<file path="src/rtl/stopwatch_pkg.sv">
// Shared constants and helpers for the MM:SS stopwatch: 7-seg patterns, field select, BCD split.
package stopwatch_pkg;

    localparam int unsigned MAX_VAL = 59;

    // Active-low segment patterns, bit order {g,f,e,d,c,b,a}
    localparam logic [6:0] SEG_0 = 7'b1000000;
    localparam logic [6:0] SEG_1 = 7'b1111001;
    localparam logic [6:0] SEG_2 = 7'b0100100;
    localparam logic [6:0] SEG_3 = 7'b0110000;
    localparam logic [6:0] SEG_4 = 7'b0011001;
    localparam logic [6:0] SEG_5 = 7'b0010010;
    localparam logic [6:0] SEG_6 = 7'b0000010;
    localparam logic [6:0] SEG_7 = 7'b1111000;
    localparam logic [6:0] SEG_8 = 7'b0000000;
    localparam logic [6:0] SEG_9 = 7'b0010000;
    localparam logic [6:0] BLANK = 7'b1111111;

    typedef enum logic {
        SelMin = 1'b0,
        SelSec = 1'b1
    } sel_e;

    function automatic int unsigned cnt_width(input int unsigned div);
        return (div > 1) ? $clog2(div) : 1;
    endfunction

    function automatic logic [5:0] inc_mod60(input logic [5:0] v);
        return (v == 6'(MAX_VAL)) ? 6'd0 : v + 6'd1;
    endfunction

    function automatic logic [3:0] bcd_tens(input logic [5:0] v);
        logic [5:0] t;
        t = v / 6'd10;
        return t[3:0];
    endfunction

    function automatic logic [3:0] bcd_ones(input logic [5:0] v);
        logic [5:0] o;
        o = v % 6'd10;
        return o[3:0];
    endfunction

    function automatic logic [6:0] seg_decode(input logic [3:0] d);
        logic [6:0] s;
        case (d)
            4'd0:    s = SEG_0;
            4'd1:    s = SEG_1;
            4'd2:    s = SEG_2;
            4'd3:    s = SEG_3;
            4'd4:    s = SEG_4;
            4'd5:    s = SEG_5;
            4'd6:    s = SEG_6;
            4'd7:    s = SEG_7;
            4'd8:    s = SEG_8;
            4'd9:    s = SEG_9;
            default: s = BLANK;
        endcase
        return s;
    endfunction

endpackage

</file>
<file path="src/rtl/stopwatch_if.sv">
// Board-facing pins of the stopwatch: raw buttons/switches in, multiplexed 7-seg out.
interface stopwatch_if;
    logic       btnS;
    logic [7:0] sw;
    logic [6:0] seg;
    logic [3:0] an;

    modport master (output btnS, output sw, input seg, input an);
    modport slave  (input btnS, input sw, output seg, output an);
endinterface

</file>
<file path="src/rtl/btn_debounce.sv">
// Two-flop synchroniser plus stable-level debouncer; emits a one-cycle pulse on an accepted rise.
module btn_debounce #(
    parameter int unsigned DEB_CYC = 1_000_000
) (
    input  logic clk,
    input  logic rst_n,
    input  logic btn,
    output logic rise
);
    import stopwatch_pkg::*;

    localparam int unsigned CW = cnt_width(DEB_CYC);

    logic          s1_q, s2_q;
    logic          stable_q, stable_d;
    logic [CW-1:0] cnt_q, cnt_d;
    logic          rise_q, rise_d;

    always_ff @(posedge clk or negedge rst_n) begin
        if (!rst_n) begin
            s1_q     <= 1'b0;
            s2_q     <= 1'b0;
            stable_q <= 1'b0;
            cnt_q    <= '0;
            rise_q   <= 1'b0;
        end else begin
            s1_q     <= btn;
            s2_q     <= s1_q;
            stable_q <= stable_d;
            cnt_q    <= cnt_d;
            rise_q   <= rise_d;
        end
    end

    // Level is accepted once the synchronised input has differed for DEB_CYC samples in a row
    always_comb begin
        cnt_d    = cnt_q;
        stable_d = stable_q;
        rise_d   = 1'b0;
        if (s2_q == stable_q) begin
            cnt_d = '0;
        end else if (cnt_q == CW'(DEB_CYC - 1)) begin
            cnt_d    = '0;
            stable_d = s2_q;
            rise_d   = s2_q;
        end else begin
            cnt_d = cnt_q + 1'b1;
        end
    end

    assign rise = rise_q;

endmodule

</file>
<file path="src/rtl/stopwatch_clock.sv">
// Stopwatch MM:SS top level: dividers, run/adjust counting, digit scan and registered 7-seg decode.
// Define STOPWATCH_BLINK_EN to blank the selected field on alternate blink phases while adjusting.
module stopwatch_clock #(
    parameter int unsigned SEC_DIV   = 100_000_000,
    parameter int unsigned ADJ_DIV   = 50_000_000,
    parameter int unsigned BLINK_DIV = 25_000_000,
    parameter int unsigned SCAN_DIV  = 100_000,
    parameter int unsigned DEB_CYC   = 1_000_000
) (
    input logic        clk,
    input logic        btnR,
    stopwatch_if.slave io
);
    import stopwatch_pkg::*;

    localparam int unsigned SEC_W  = cnt_width(SEC_DIV);
    localparam int unsigned ADJ_W  = cnt_width(ADJ_DIV);
    localparam int unsigned SCAN_W = cnt_width(SCAN_DIV);

    // Switch synchroniser; only sw[1:0] carry meaning
    logic [1:0] sw_s1_q, sw_s2_q;
    logic       adj;
    sel_e       sel;

    always_ff @(posedge clk or negedge btnR) begin
        if (!btnR) begin
            sw_s1_q <= '0;
            sw_s2_q <= '0;
        end else begin
            sw_s1_q <= io.sw[1:0];
            sw_s2_q <= sw_s1_q;
        end
    end

    assign adj = sw_s2_q[1];
    assign sel = sel_e'(sw_s2_q[0]);

    logic pause_rise;

    btn_debounce #(
        .DEB_CYC(DEB_CYC)
    ) u_btn_debounce (
        .clk  (clk),
        .rst_n(btnR),
        .btn  (io.btnS),
        .rise (pause_rise)
    );

    // Free-running dividers
    logic [SEC_W-1:0]  sec_cnt_q;
    logic [ADJ_W-1:0]  adj_cnt_q;
    logic [SCAN_W-1:0] scan_cnt_q;
    logic              sec_tick, adj_tick, scan_tick;

    assign sec_tick  = (sec_cnt_q == SEC_W'(SEC_DIV - 1));
    assign adj_tick  = (adj_cnt_q == ADJ_W'(ADJ_DIV - 1));
    assign scan_tick = (scan_cnt_q == SCAN_W'(SCAN_DIV - 1));

    always_ff @(posedge clk or negedge btnR) begin
        if (!btnR) begin
            sec_cnt_q  <= '0;
            adj_cnt_q  <= '0;
            scan_cnt_q <= '0;
        end else begin
            sec_cnt_q  <= sec_tick ? '0 : sec_cnt_q + 1'b1;
            adj_cnt_q  <= adj_tick ? '0 : adj_cnt_q + 1'b1;
            scan_cnt_q <= scan_tick ? '0 : scan_cnt_q + 1'b1;
        end
    end

    // Time state
    logic [5:0] min_q, min_d;
    logic [5:0] sec_q, sec_d;
    logic       run_q, run_d;

    always_ff @(posedge clk or negedge btnR) begin
        if (!btnR) begin
            min_q <= '0;
            sec_q <= '0;
            run_q <= 1'b1;
        end else begin
            min_q <= min_d;
            sec_q <= sec_d;
            run_q <= run_d;
        end
    end

    // Counting looks at run_q, so a tick coinciding with a pause toggle uses the old run state
    always_comb begin
        min_d = min_q;
        sec_d = sec_q;
        run_d = run_q ^ pause_rise;
        if (adj) begin
            if (adj_tick) begin
                if (sel == SelSec) begin
                    sec_d = inc_mod60(sec_q);
                end else begin
                    min_d = inc_mod60(min_q);
                end
            end
        end else if (sec_tick && run_q) begin
            sec_d = inc_mod60(sec_q);
            if (sec_q == 6'(MAX_VAL)) begin
                min_d = inc_mod60(min_q);
            end
        end
    end

    // Digit scan
    logic [1:0] idx_q;

    always_ff @(posedge clk or negedge btnR) begin
        if (!btnR) begin
            idx_q <= 2'd0;
        end else if (scan_tick) begin
            idx_q <= idx_q + 2'd1;
        end
    end

    logic [3:0] digit;

    always_comb begin
        digit = 4'd0;
        unique case (idx_q)
            2'd0:    digit = bcd_ones(sec_q);
            2'd1:    digit = bcd_tens(sec_q);
            2'd2:    digit = bcd_ones(min_q);
            2'd3:    digit = bcd_tens(min_q);
            default: digit = 4'd0;
        endcase
    end

    logic blank;

`ifdef STOPWATCH_BLINK_EN
    localparam int unsigned BLINK_W = cnt_width(BLINK_DIV);

    logic [BLINK_W-1:0] blink_cnt_q;
    logic               blink_tick;
    logic               blink_on_q;
    logic               sel_digit;

    assign blink_tick = (blink_cnt_q == BLINK_W'(BLINK_DIV - 1));

    always_ff @(posedge clk or negedge btnR) begin
        if (!btnR) begin
            blink_cnt_q <= '0;
            blink_on_q  <= 1'b1;
        end else begin
            blink_cnt_q <= blink_tick ? '0 : blink_cnt_q + 1'b1;
            if (blink_tick) begin
                blink_on_q <= ~blink_on_q;
            end
        end
    end

    // Seconds occupy scan positions 0-1, minutes 2-3
    assign sel_digit = (sel == SelSec) ? ~idx_q[1] : idx_q[1];
    assign blank     = adj & ~blink_on_q & sel_digit;
`else
    assign blank = 1'b0;
`endif

    logic unused;
    assign unused = ^{io.sw[7:2], (BLINK_DIV == 0)};

    // Registered display outputs
    logic [3:0] an_q;
    logic [6:0] seg_q;

    always_ff @(posedge clk or negedge btnR) begin
        if (!btnR) begin
            an_q  <= 4'b1111;
            seg_q <= BLANK;
        end else begin
            an_q  <= ~(4'b0001 << idx_q);
            seg_q <= blank ? BLANK : seg_decode(digit);
        end
    end

    assign io.an  = an_q;
    assign io.seg = seg_q;

endmodule

</file>
<file path="src/flat_wrapper.sv">
// flat-port wrapper written by rule: the top's interface ports become plain ports
module stopwatch_clock_flat import stopwatch_pkg::*;
#(
    parameter int unsigned SEC_DIV   = 100_000_000,
    parameter int unsigned ADJ_DIV   = 50_000_000,
    parameter int unsigned BLINK_DIV = 25_000_000,
    parameter int unsigned SCAN_DIV  = 100_000,
    parameter int unsigned DEB_CYC   = 1_000_000
)
  (clk, btnR, io_btnS, io_sw, io_seg, io_an);
  stopwatch_if io_i ();
  input logic clk;
  input logic btnR;
  input wire logic [$bits(io_i.btnS)-1:0] io_btnS;
  input wire logic [$bits(io_i.sw)-1:0] io_sw;
  output wire logic [$bits(io_i.seg)-1:0] io_seg;
  output wire logic [$bits(io_i.an)-1:0] io_an;
  assign io_i.btnS = io_btnS;
  assign io_i.sw = io_sw;
  assign io_seg = io_i.seg;
  assign io_an = io_i.an;
  stopwatch_clock #(.SEC_DIV(SEC_DIV), .ADJ_DIV(ADJ_DIV), .BLINK_DIV(BLINK_DIV), .SCAN_DIV(SCAN_DIV), .DEB_CYC(DEB_CYC)) u_core (.clk(clk), .btnR(btnR), .io(io_i));
endmodule
</file>
<file path="config.mk">
export PLATFORM = sky130hd
export DESIGN_NAME = stopwatch_clock_flat
export DESIGN_NICKNAME = d
export VERILOG_FILES = /design/src/rtl/stopwatch_pkg.sv /design/src/rtl/stopwatch_if.sv /design/src/rtl/btn_debounce.sv /design/src/rtl/stopwatch_clock.sv /design/src/flat_wrapper.sv
export SDC_FILE = /design/constraint.sdc
export NUM_CORES = 1
export LEC_CHECK = 0
export BUFFER_PORTS_ARGS = -buffer_cell sky130_fd_sc_hd__buf_2
export CAP_MARGIN = 25
export CORE_UTILIZATION = 56
export DETAILED_ROUTE_END_ITERATION = 12
export GPL_TIMING_DRIVEN = 0
export PLACE_DENSITY = 0.76
export SLEW_MARGIN = 20
export SYNTH_ARGS = -nofsm -noshare
export SYNTH_HDL_FRONTEND = slang
export SYNTH_HIERARCHICAL = 1
export SYNTH_SLANG_ARGS = --single-unit
export TNS_END_PERCENT = 5
</file>
<file path="constraint.sdc">
create_clock -name clk -period 3.5 [get_ports clk]
set_input_delay 0.175 -clock clk [delete_from_list [all_inputs] [get_ports clk]]
set_output_delay 0.175 -clock clk [all_outputs]
set_load 0.01 [all_outputs]
</file>
# [After elaboration in Yosys (flattened, before gate mapping)]
# Memory sizes are Yosys's and may differ from the RTL's. A register that Yosys moved wholly into a read port is not among the register bits.
# Cells that the tools add are included.
[classes] n_bitwise=3 div=4 n_mux=19 reduce_logical=8 shift=1 n_eq_ne=13 add_sub_neg=7
[ops] op="two-way mux 6 bit" n=11
[ops] op="two-way mux 20 bit" n=2
[ops] op="adder 27 x 1 -> 27 bit, second input constant" n=1
[ops] op="equality test 27 bit, second input constant" n=1
[ops] op="two-way mux 27 bit" n=1
[ops] op="adder 26 x 1 -> 26 bit, second input constant" n=1
[ops] op="equality test 26 bit, second input constant" n=1
[ops] op="two-way mux 26 bit" n=1
[ops] op="adder 20 x 1 -> 20 bit, second input constant" n=1
[ops] op="equality test 20 bit, second input constant" n=1
[ops] op="adder 17 x 1 -> 17 bit, second input constant" n=1
[ops] op="equality test 17 bit, second input constant" n=1
[ops] op="two-way mux 17 bit" n=1
[ops] op="case mux 4 bit (4 select lines)" n=1
[ops] op="adder 6 x 1 -> 6 bit, second input constant" n=2
[ops] op="divider 6 x 4 -> 6 bit, second input constant" n=2
[ops] op="equality test 6 bit, second input constant" n=2
[ops] op="modulo 6 x 4 -> 6 bit, second input constant" n=2
[ops] op="inequality test 2 bit, second input constant" n=3
[ops] op="equality test 2 bit, second input constant" n=2
[ops] op="NOT 4 bit" n=1
[ops] op="AND reduction 4 bit" n=1
[ops] op="nonzero test 2 bit" n=2
[ops] op="<< shifter 1 x 2 -> 4 bit, first input constant" n=1
[ops] op="11 further kinds" n=12
[totals] output_inout_bits=11 n_memories=1 romBits=112 word_cells=71 ff_bits=117 input_bits=11
[memory_table] name="(no name shown)" depth=16 word_bits=7 rd=1 rd_clocked_by_memory_dff=1 write_ports=0 line="stopwatch_pkg.sv:46" source="case (d)"

# [Depth between registers and ports, before layout]
[depth] word_depth=5 mapped_depth=17 mapped_depth_nobuf=15

# [Hierarchy]
# Netlist, hierarchy kept.
[by_module_without_submodules] module="stopwatch_clock" cells_per_inst=539 n_inst=1 area_per_inst_um2=5353.9 seq_area_each_um2=2517.4
[by_module_without_submodules] module="btn_debounce" cells_per_inst=116 n_inst=1 area_per_inst_um2=1136.1 seq_area_each_um2=600.6

# [Worst setup path after synthesis]
# Ideal clock, no wire load.
[synth_timing] path_type="reg2reg" from="reg u_core.idx_q[0]" to="reg u_core.seg_q[1] (netlist: u_core/io.seg[1])" setup_ps=73 period_less_slack_ps=3360 path_buffers=2 path_slack_ps=140 arrival_ps=3287 path_stages_with_launch=16 t_required_ps=3427 path_cell_list="dfrtp_1 > inv_1 > ha_1 > buf_6 > mux2i_4 > inv_2 > ha_1 > or4_4 > nand4_2 > nor3_1 > or3_1 > buf_2 > o21a_4 > ha_1 > nor2b_1 > a21oi_1"
[synth_between] elab_chain_len=2 word_cells_on_any_way=5 classes_between="eq/ne: 3; mux: 1; reduce/logical: 1"
[synth_lines] element="start: declaration" line="stopwatch_clock.sv:110" source="logic [1:0] idx_q;"
[synth_lines] element="start signal: assignment" line="stopwatch_clock.sv:116" source="idx_q <= idx_q + 2'd1;"
[synth_lines] element="equality test 2 bit, or another cell as far along" line="stopwatch_clock.sv:124" source="unique case (idx_q)"
[synth_lines] element="case mux 4 bit (4 select lines) (*)" line="stopwatch_clock.sv:124"
[synth_lines] element="end: declaration" line="stopwatch_clock.sv:169" source="logic [6:0] seg_q;"
# Every way passes the cells marked *; elsewhere a longest branch is shown, timed or not.
# A chain may end at the register's enable or synchronous reset.

# [Worst setup path in the final report]
# Same ends and word-level chain as after synthesis.

==> flow_summary.ini <==
[outcome]
outcome = completed

[global_route]
grt_antenna_before_repair = 0
grt_usage = 0.2311
grt_pass1_wl_mm = 21.40
grt_max_degree = 83
gr-total-overflow = 0
first_global_vias = 4765

[min_path]
hold_path_class = in -> async

[routing]
drc_errors = 0
detail-route-antenna-nets = 0
drt_iter0_markers = 407
wl_per_cell_um = 14.66
vias_per_cell = 5.786
drt-pass1-iter-count = 5
routed_wl_mm = 12.60
vias = 4970

[setup_path]
r2r_end = u_core/io.seg[1]
startpoint_type = register
cp_max_fo = 6
ff2ff_setup_slack_ns = 0.13
critPathRequiredTime_ns = 3.84
critPathArrivalTime_ns = 3.71
timing.rr.start = u_core/idx_q[0]
path_class = reg -> reg
r2r_cells = 15
cp-end-kind = register

[logic_synthesis]
synth_ff_type = dfrtp_1
ys_ff_latch = 124
synth_top_area_cell = dfrtp_1
postSynthAreaPerCell_um2 = 9.908
yosys_warnings = 6
synth_nets = 684
syn_area_um2 = 6490
synth_seq_area_share = 0.4804
synthCells = 655
synth_cell_type_count = 68
synth.top_cells.by_count = 112 x dfrtp_1, 78 x nor2_1, 51 x nand2_1
synth_edf_count = 0
synth_top_area_frac = 0.4318
yosysMostFrequentCell = dfrtp_1
async_reset_ff_frac = 1.000
synth_area_leaders = dfrtp_1 43%, xnor2_1 5.3%, dfstp_2 4.9%, xor2_1 4.9%, nor2_1 4.5%

[finish]
utilization = 0.6842
insertedDiodeCount = 0
drive_above_1_share = 0.1655
multiInputGateArea_um2 = 3218
final_cells = 859
fillers = 820
area.sequential_um2 = 3118
final_nets = 736
syn_to_final_growth_pct = 16.79

[clock_network]
clock_tree.root_cell = clkbuf_16
clk_pin_slew_worst_paths_ns = 0.05
cts_made_buffers = 17
clkLatencyLatePin_ns = 0.42
cts_tree = done
clock_sinks = 124
htreeDepth = 4
cts_buffer_depth = 2

[timing]
hold_viol_final = 0
relSlewSlack = 0.5288
tightestPinTransition_ns = 0.7010
fin_crit_ns = 3.368
setup-tns-final_ns = 0
fin_crit_sh = 0.9622
finClkSkew_ns = 0.007240
slew_viol_final = 0
finalSetupViolations = 0
fmax_mhz = 297.0
hold_slack_ns = 0.2533
rsz0062_at_grt = true

[power_and_ir_drop]
finalPower_w = 0.003309
leakage_nw = 3.212
peakVddDrop_mv = 0.4426
powerDensity_nw_per_um2 = 436.6

[placed_design]
routabilityCongestion = 0.8249
dp_hpwl_mm = 8.427
io_buffer_count = 15
dp_cells = 811

[die]
initial_core_util = 0.5858
die-height_um = 109.7
die-area_um2 = 12020
ios = 22
core_um2 = 11080
std_cell_rows = 38
die_w_um = 109.7

[job]
cap_violations = 0
routing by layer:
metal | global-route usage | vias to the layer above | routed length [um]
li1 | - | 2422 | -
met1 | 0.2873 | 2441 | 5694
met2 | 0.3819 | 89 | 6286
met3 | 0.06520 | 18 | 425
met4 | 0.09048 | 0 | 190
met5 | 0 | - | 0
metrics by stage:
stage | worst slack, ns | area [um2]
CTS | 0.006019 | 7490
global route | -0.02022 | 7580
detailed placement | -0.1993 | 6780
floorplan | 0.1396 | 6490
global placement | -0.07719 | 6740
finish | 0.1324 | 7580
timing repair:
action	CTS	global route
hold endpoints to repair	45	0
pin swaps	0	1
cloned	0	0
resized for setup	6	6
endpoints found under the setup margin	7	7
hold buffers	4	0
buffers inserted	4	10
registers in the layout, indices dropped and copies added (netlist names), 2 cells and up:
name                         cells
u_core/u_btn_debounce/cnt_q     20
u_core/sw_s1_q                   2
u_core/min_q                     6
u_core/io.seg                    7
u_core/sec_q                     6
u_core/io.an                     4
u_core/sec_cnt_q                27
u_core/scan_cnt_q               17
u_core/sw_s2_q                   2
u_core/adj_cnt_q                26
u_core/idx_q                     2
critical path: stages, from the launching register on:
cell and delay [ns]:
dfrtp_1 0.40, inv_2 0.07, ha_1 0.16, buf_6 0.13, mux2i_4 0.26, inv_4 0.07, ha_4 0.18, or4_4 0.55
nand4_4 0.12, nor3_1 0.06, or3_1 0.32, buf_4 0.16, o21a_4 0.21, ha_1 0.31, nor2b_1 0.14, a21oi_1 0.15
power by group:
part	leakage, nW	total, W	switching [W]	internal (W)
clock network	0.296	0.00181	0.000610	0.00120
logic	1.29	0.0000472	0.0000347	0.0000125
registers	1.63	0.00145	0.00000633	0.00144
logic make-up after synthesis:
logic type	share of synthesized area
AND/OR/NAND/NOR	0.2319
flip-flops	0.4804
multiplexers	0.03490
adder cells (fa/ha/maj)	0.03470
AO/OA/AOI/OAI	0.08618
XOR/XNOR	0.1012
buffers and inverters	0.03065
cell type report:
class / count / area share
buffer: 16 / 0.01155
clock buffer: 20 / 0.05893
clock inverter: 11 / 0.02212
inverter: 29 / 0.01486
multi-input combinational: 485 / 0.4246
sequential: 124 / 0.4114
tap: 140 / 0.02311
timing repair buffer: 34 / 0.03351
how the worst max path moves through the flow:
stage / start / endpoint / slack [ns] / cells after the start
after global routing: u_core/idx_q[0] / u_core/io.seg[1] / -0.02 / 15
final: u_core/idx_q[0] / u_core/io.seg[1] / 0.13 / 15
after CTS: u_core/idx_q[0] / u_core/io.seg[4] / 0.006 / 12
after detailed placement: u_core/idx_q[0] / u_core/io.seg[1] / -0.20 / 15
after global placement: u_core/idx_q[0] / u_core/io.seg[1] / -0.08 / 15
after floorplan: u_core/idx_q[0] / u_core/io.seg[1] / 0.14 / 15
placed cells by master, fill, tap and decap left out, types with 20 or more instances in the layout:
| cell | count |
|---|---|
| dfrtp_1 | 112 |
| nor2_1 | 78 |
| nand2_1 | 51 |
| nand3_1 | 42 |
| xnor2_1 | 39 |
| xor2_1 | 36 |
| o21ai_0 | 26 |
| inv_1 | 25 |
| nand4_1 | 25 |
| a21oi_1 | 20 |
No activity file was read; power rests on OpenSTA's default activity.
